==> src/rtl/ex_result_stage.sv <==
// Execute-unit output stage: holds the flag register, evaluates branch conditions
// and hands bundles downstream through a registered-ready two-entry skid buffer.
module ex_result_stage #(
  parameter int WIDTH = 32,
  parameter int RD_W  = 5
) (
  input  logic             clk_i,
  input  logic             rst_i,
  input  logic             valid_i,
  output logic             ready_o,
  input  logic [WIDTH-1:0] result_i,
  input  logic             zero_flag_i,
  input  logic             pos_flag_i,
  input  logic             neg_flag_i,
  input  logic             overflow_flag_i,
  input  logic             set_flags_i,
  input  logic [2:0]       cond_i,
  input  logic [RD_W-1:0]  rd_i,
  input  logic             wr_en_i,
  input  logic             flush_i,
  output logic             valid_o,
  input  logic             ready_i,
  output logic [WIDTH-1:0] result_o,
  output logic [RD_W-1:0]  rd_o,
  output logic             wr_en_o,
  output logic             taken_o,
  output logic [3:0]       flags_o
);

  typedef enum logic [1:0] {
    EMPTY = 2'd0,
    ONE   = 2'd1,
    FULL  = 2'd2
  } state_t;

  state_t state_reg, state_next;
  logic   ready_reg;
  logic   [3:0] flags_reg;

  logic [WIDTH-1:0] main_result_reg, skid_result_reg;
  logic [RD_W-1:0]  main_rd_reg, skid_rd_reg;
  logic             main_wr_en_reg, skid_wr_en_reg;
  logic             main_taken_reg, skid_taken_reg;

  logic       acc, xfer;
  logic [3:0] in_flags, eff_flags;
  logic       taken_next;
  logic       load_main_in, load_main_skid, load_skid;

  assign valid_o  = (state_reg != EMPTY);
  assign ready_o  = ready_reg;
  assign acc      = valid_i & ready_reg & ~flush_i;
  assign xfer     = valid_o & ready_i;
  assign in_flags = {overflow_flag_i, neg_flag_i, pos_flag_i, zero_flag_i};

  // Condition is resolved against the flags this instruction itself produces, if any.
  always_comb begin
    eff_flags  = set_flags_i ? in_flags : flags_reg;
    taken_next = 1'b0;
    case (cond_i)
      3'd0: taken_next = 1'b1;
      3'd1: taken_next = eff_flags[0];
      3'd2: taken_next = ~eff_flags[0];
      3'd3: taken_next = eff_flags[1];
      3'd4: taken_next = eff_flags[2];
      3'd5: taken_next = eff_flags[3];
      3'd6: taken_next = ~eff_flags[3];
      default: taken_next = 1'b0;
    endcase
  end

  always_comb begin
    state_next     = state_reg;
    load_main_in   = 1'b0;
    load_main_skid = 1'b0;
    load_skid      = 1'b0;
    case (state_reg)
      EMPTY: begin
        if (acc) begin
          state_next   = ONE;
          load_main_in = 1'b1;
        end
      end
      ONE: begin
        if (acc && xfer) begin
          load_main_in = 1'b1;
        end else if (acc) begin
          state_next = FULL;
          load_skid  = 1'b1;
        end else if (xfer) begin
          state_next = EMPTY;
        end
      end
      FULL: begin
        // ready_o is low here, so no accept can race the skid-to-main move
        if (xfer) begin
          state_next     = ONE;
          load_main_skid = 1'b1;
        end
      end
      default: state_next = EMPTY;
    endcase
    if (flush_i) begin
      state_next     = EMPTY;
      load_main_skid = 1'b0;
    end
  end

  always_ff @(posedge clk_i) begin
    if (rst_i) begin
      state_reg <= EMPTY;
      ready_reg <= 1'b1;
      flags_reg <= 4'd0;
    end else begin
      state_reg <= state_next;
      ready_reg <= (state_next != FULL);
      if (acc && set_flags_i) begin
        flags_reg <= in_flags;
      end
    end
  end

  // Payload registers only change on a write into them; valid bits gate their use.
  always_ff @(posedge clk_i) begin
    if (rst_i) begin
      main_result_reg <= '0;
      main_rd_reg     <= '0;
      main_wr_en_reg  <= 1'b0;
      main_taken_reg  <= 1'b0;
      skid_result_reg <= '0;
      skid_rd_reg     <= '0;
      skid_wr_en_reg  <= 1'b0;
      skid_taken_reg  <= 1'b0;
    end else begin
      if (load_main_in) begin
        main_result_reg <= result_i;
        main_rd_reg     <= rd_i;
        main_wr_en_reg  <= wr_en_i;
        main_taken_reg  <= taken_next;
      end else if (load_main_skid) begin
        main_result_reg <= skid_result_reg;
        main_rd_reg     <= skid_rd_reg;
        main_wr_en_reg  <= skid_wr_en_reg;
        main_taken_reg  <= skid_taken_reg;
      end
      if (load_skid) begin
        skid_result_reg <= result_i;
        skid_rd_reg     <= rd_i;
        skid_wr_en_reg  <= wr_en_i;
        skid_taken_reg  <= taken_next;
      end
    end
  end

  assign result_o = main_result_reg;
  assign rd_o     = main_rd_reg;
  assign wr_en_o  = main_wr_en_reg;
  assign taken_o  = main_taken_reg;
  assign flags_o  = flags_reg;

endmodule

==> config.mk <==
export PLATFORM = sky130hd
export DESIGN_NAME = ex_result_stage
export DESIGN_NICKNAME = d
export VERILOG_FILES = /design/src/rtl/ex_result_stage.sv
export SDC_FILE = /design/constraint.sdc
export NUM_CORES = 1
export LEC_CHECK = 0
export BUFFER_PORTS_ARGS = -buffer_cell sky130_fd_sc_hd__buf_2
export CORE_UTILIZATION = 44
export DETAILED_ROUTE_END_ITERATION = 8
export GPL_TIMING_DRIVEN = 1
export PLACE_DENSITY = 0.71
export RECOVER_POWER = 100
export SETUP_SLACK_MARGIN = 0.5
export SLEW_MARGIN = 10
export SYNTH_ARGS = -nofsm -noshare
export SYNTH_HDL_FRONTEND = slang
export SYNTH_SLANG_ARGS = --single-unit
==> constraint.sdc <==
create_clock -name clk_i -period 1.3 [get_ports clk_i]
set_input_delay 0.065 -clock clk_i [delete_from_list [all_inputs] [get_ports clk_i]]
set_output_delay 0.065 -clock clk_i [all_outputs]
set_load 0.005 [all_outputs]
Word level (Yosys, flattened, before mapping)
Index checks and enable logic that the tools add are counted.
Word-level totals
  output and inout port bits: 45
  bits of input ports: 51
  register bits after elaboration: 85
  logic and storage cells: 57
Cells by class
  mux-type cells: 25
  equality and inequality tests: 9
  reduce and logical (&&, ||, !) cells: 6
  bitwise gates (word level): 6
Operator list (number)
  2-to-1 mux 32 bit: 2
  2-to-1 mux 2 bit: 6
  2-to-1 mux 1 bit: 11
  2-to-1 mux 5 bit: 2
  == test 3 bit (second input constant): 3
  case mux 1 bit (7 select lines): 1
  == test 3 x 2 -> 1 bit (second input constant): 2
  case mux 2 bit (3 select lines): 1
  2-to-1 mux 4 bit: 1
  nonzero test 2 bit: 2
  AND 1 bit: 3
  == test 3 x 1 -> 1 bit (second input constant): 1
  logical NOT 3 bit: 1
  inverter 1 bit: 3
  == test 2 x 1 -> 1 bit (second input constant): 1
  == test 2 bit (second input constant): 1
  logical AND 1 bit: 2
  logical NOT 2 bit: 1
  != test 2 bit (second input constant): 1
  case mux 1 bit (2 select lines): 1

Depth between registers and ports, before layout
  depth in word-level cells: 8
  mapped depth: 6
  depth with buffers taken out: 4

Least setup slack after synthesis
No wires, ideal clock.
  path kind: reg2reg
  start: register state_reg[1]
  end: register main_result_reg[12] (netlist: result_o[12])
  buffers on the path: 2
  slack: -0.105 ns
  required time: 1.154 ns
  setup time: 0.146 ns
  cell stages (with the launch flop): 6
  data arrival time: 1.259 ns
  period minus slack after synthesis: 1.405 ns
  cell sequence: dfxtp_1 -> nor4bb_4 -> buf_6 -> buf_12 -> mux2i_1 -> a211oi_2
On the way
  word-level cells in the longest chain between the ends: 6
  elaborated cells between the ends (all ways): 13
  those cells by class: eq/ne (2); mux (6); bitwise (1); reduce/logical (4)
Ends and longest elaborated chain
  start, declared: RTL line 36  | state_t state_reg, state_next;
  start signal, assigned: RTL line 115  | state_reg <= state_next;
  nonzero test 2 bit: RTL line 50  | assign valid_o = (state_reg != EMPTY);
  AND 1 bit: RTL line 53  | assign xfer = valid_o & ready_i;
  logical AND 1 bit / 2-to-1 mux 1 bit (equally long branches): RTL line 85, 96
  2-to-1 mux 1 bit (on tied branches): RTL line 85, 77
  case mux 1 bit (2 select lines) / 2-to-1 mux 1 bit (equally long branches): RTL line 77, 103
  2-to-1 mux 32 bit / nonzero test 2 bit (equally long branches)
  end signal, assigned: RTL line 136  | main_result_reg <= result_i;
  end signal, assigned: RTL line 141  | main_result_reg <= skid_result_reg;
  end, declared: RTL line 40  | logic [WIDTH-1:0] main_result_reg, skid_result_reg;
Several ways; a longest one is shown, not always the timed one.
A chain may end at the register's enable or synchronous reset.

Worst setup path after layout
  start: register state_reg[0]
  end: register main_result_reg[5] (netlist: result_o[5])
Same word-level chain as after synthesis.

==> metrics.cfg <==
[detailed_routing]
drt-vias-per-instance=5.21
wl_per_cell_um=16.3
route.detailed.drc=0
drt_iter0_drc=108
drt_first_pass_iters=4
top_layer_used=met4
wl_met1_um=4640
final_antenna_net_count=0
drt-total-wl_um=11100
vias=3534
wl_met3_um=326
wl_met2_um=5980

[cells_and_area]
postLayoutCoreUtil_pct=74.4
drive_above_1_share_pct=56.7
area_delta_synth_final_pct=64.2
diodes=0
layout.nets=619

[synth]
netlist_area_um2=3720
yosys.area_share.adder_pct=0
synth_top_family_by_area=compound AO/OA/AOI/OAI gates
synth_compound_area_share_pct=18.3
ys_types=31
synth-main-ff-cell=dfxtp_1
yosys-mux-area-fraction_pct=12.9
yosysSeqAreaShare_pct=45.7
syn_inst=388
synth_nets=439
synth_xor_area_share_pct=0
synth_simple_gate_area_share_pct=16.9
yosysWarnings=0
synth_top_area_share_pct=45.7
ys_top_cells_by_area=dfxtp_1 46%, mux2i_1 13%, a211oi_2 10%
synth_edf_count=0
syn_area_per_cell_um2=9.59
ys_seq_elements=85
synthArstFlopShare_pct=0
synth_top_area_cell=dfxtp_1

[die]
die_area_um2=8830
fp.coreArea_um2=8220
rows=33
pin_count=96
die_w_um=94.0
start_util_pct=45.3
fp.dieH_um=94.0

[critical_path]
cp.required_ns=1.54
critPathArrivalTime_ns=1.76
slowest_stage=dfxtp_4
path_cells=nor4bb_4 > buf_6 > buf_6 > buf_8 > mux2i_2 > a211oi_1
crit_path_start_kind=flop
crit_top_cell=buf_6
cp_max_fo=6
cp-end-kind=flop
max_stage_delay_ns=0.36
path_class=reg2reg

[run_status]
violations=negative setup slack
outcome=finished with violations

[sta]
relSlewSlack_pct=76.9
worstMarginPinSlew_ns=0.345
whs_ns=0.0127
fmax_mhz=656
finClkSkew_ns=0.00900
finalHoldViolations=0
fin_setup_tns_ns=-11.01
finalCriticalPeriod_ns=1.53
setup_ws_ns=-0.225
post-route-period-util_pct=117
rsz0062_at_grt=true
setup_violations=80
slew_violations=0

[place]
dp_hpwl_um=5440
numPortBuffers=95
gp_congestion=0.780

[min_path]
hp-class=in2reg

[grt]
grt_overflow=0
grt_pass1_wl_um=15800
grt_usage_pct=23.5
antenna_found_initial=0
grt_max_degree=45
grt_pass1_vias=3355

[cts]
cts-buffers-inserted=9
clk_latency_ns=0.35
htreeDepth=3
cts_tree=built
clock_path_buffers=2
cts.clk_slew.worst_paths_ns=0.08
clkSinkCount=85
cts_root_buffer=clkbuf_8

[pwr]
p_leak_uw=0.00237
peakVddDrop_uv=768
power_density_nw_per_um2=915

[job]
maxCapViolations=0

-- placed cells by master (no fill, tap or decap), types with 3 or more instances in the layout --
master and instances:
buf_12 9, buf_2 83, nand2_1 37, a21oi_2 16, mux2i_2 4, buf_6 25, buf_16 6, mux2i_1 30
nand2_4 14, nand2_2 27, nor2_1 43, dlygate4sd3_1 42, clkinv_2 3, a21oi_1 23, buf_4 30, a211oi_1 8
a211oi_2 31, buf_8 3, nor3_1 4, clkbuf_8 10, dfxtp_1 52, dfxtp_2 31, mux2i_4 14
-- metal layers --
| layer | vias up | track usage (%) |
|---|---|---|
| met2 | 79 | 43.5 |
| met4 | 0 | 8.72 |
| li1 | 1717 | - |
| met5 | - | 0 |
| met3 | 16 | 4.77 |
| met1 | 1722 | 26.3 |
-- logic make-up (layout without fill, tap and decap cells) --
logic type / after synthesis / count (layout)
compound gates: 82 / 82
flops: 85 / 85
simple gates: 141 / 141
mux: 48 / 48
buf+inv: 32 / 217
-- through the flow --
stage / cell area (µm²) / power (µW) / instances / setup slack (ns)
after global routing: 6110 / 5820 / 678 / -0.308
after floorplan: 3760 / 3160 / 388 / -0.0327
after CTS: 5750 / 5500 / 664 / -0.185
final: 6110 / 5590 / 678 / -0.225
after global placement: 4340 / 3420 / 576 / -0.145
after detailed placement: 4340 / 3440 / 576 / -0.234
-- power by group --
group	internal (µW)	switching [µW]	leakage [µW]
clock	937	944	0.000106
combinational	516	404	0.00156
sequential	2720	73.6	0.000705
total	4170	1420	0.00237
-- worst paths after layout --
path	from	endpoint	slack [ns]	depth (start not counted)
worst max-delay path	state_reg[0]	result_o[5]	-0.23	6
worst min-delay path	ready_i	ready_o	0.01	2
worst max register to register	state_reg[0]	result_o[5]	-0.23	6
worst min register to register	skid_result_reg[28]	skid_result_reg[28]	0.47	2
-- cells in the mapped netlist (2+ instances only) --
master,instances
a211oi_2,30
buf_12,4
mux2i_1,48
a211oi_1,9
a21oi_1,39
nor2b_1,2
buf_4,8
nand3b_1,2
nand2_1,78
dfxtp_1,85
nor3_1,4
clkbuf_1,10
nor2_1,44
buf_2,8
-- cell type report --
type	count	area, µm²
multi-input combinational	271	2240
fill	560	2110
timing repair buffer	200	1780
sequential	85	1750
clock buffer	10	138
tap	105	131
clock inverter	6	62.6
inverter	1	3.75
-- worst max-delay path, delay by kind of cell (launching register included) --
kind                   cells  cell delay [ns]
buffers and inverters      3             0.42
DFF                        1             0.36
and+or+nand+nor            1             0.29
muxes                      1             0.23
AOI/OAI and AO/OA          1             0.10
-- repair_timing --
item,in CTS,in global routing
setup buffers,18,12
hold buffers,42,0
resized for setup,155,42
endpoints found under the setup margin,130,130
gates cloned,12,2
pin swaps,43,19
hold endpoints to repair,50,0
(Power assumes the default switching activity.)
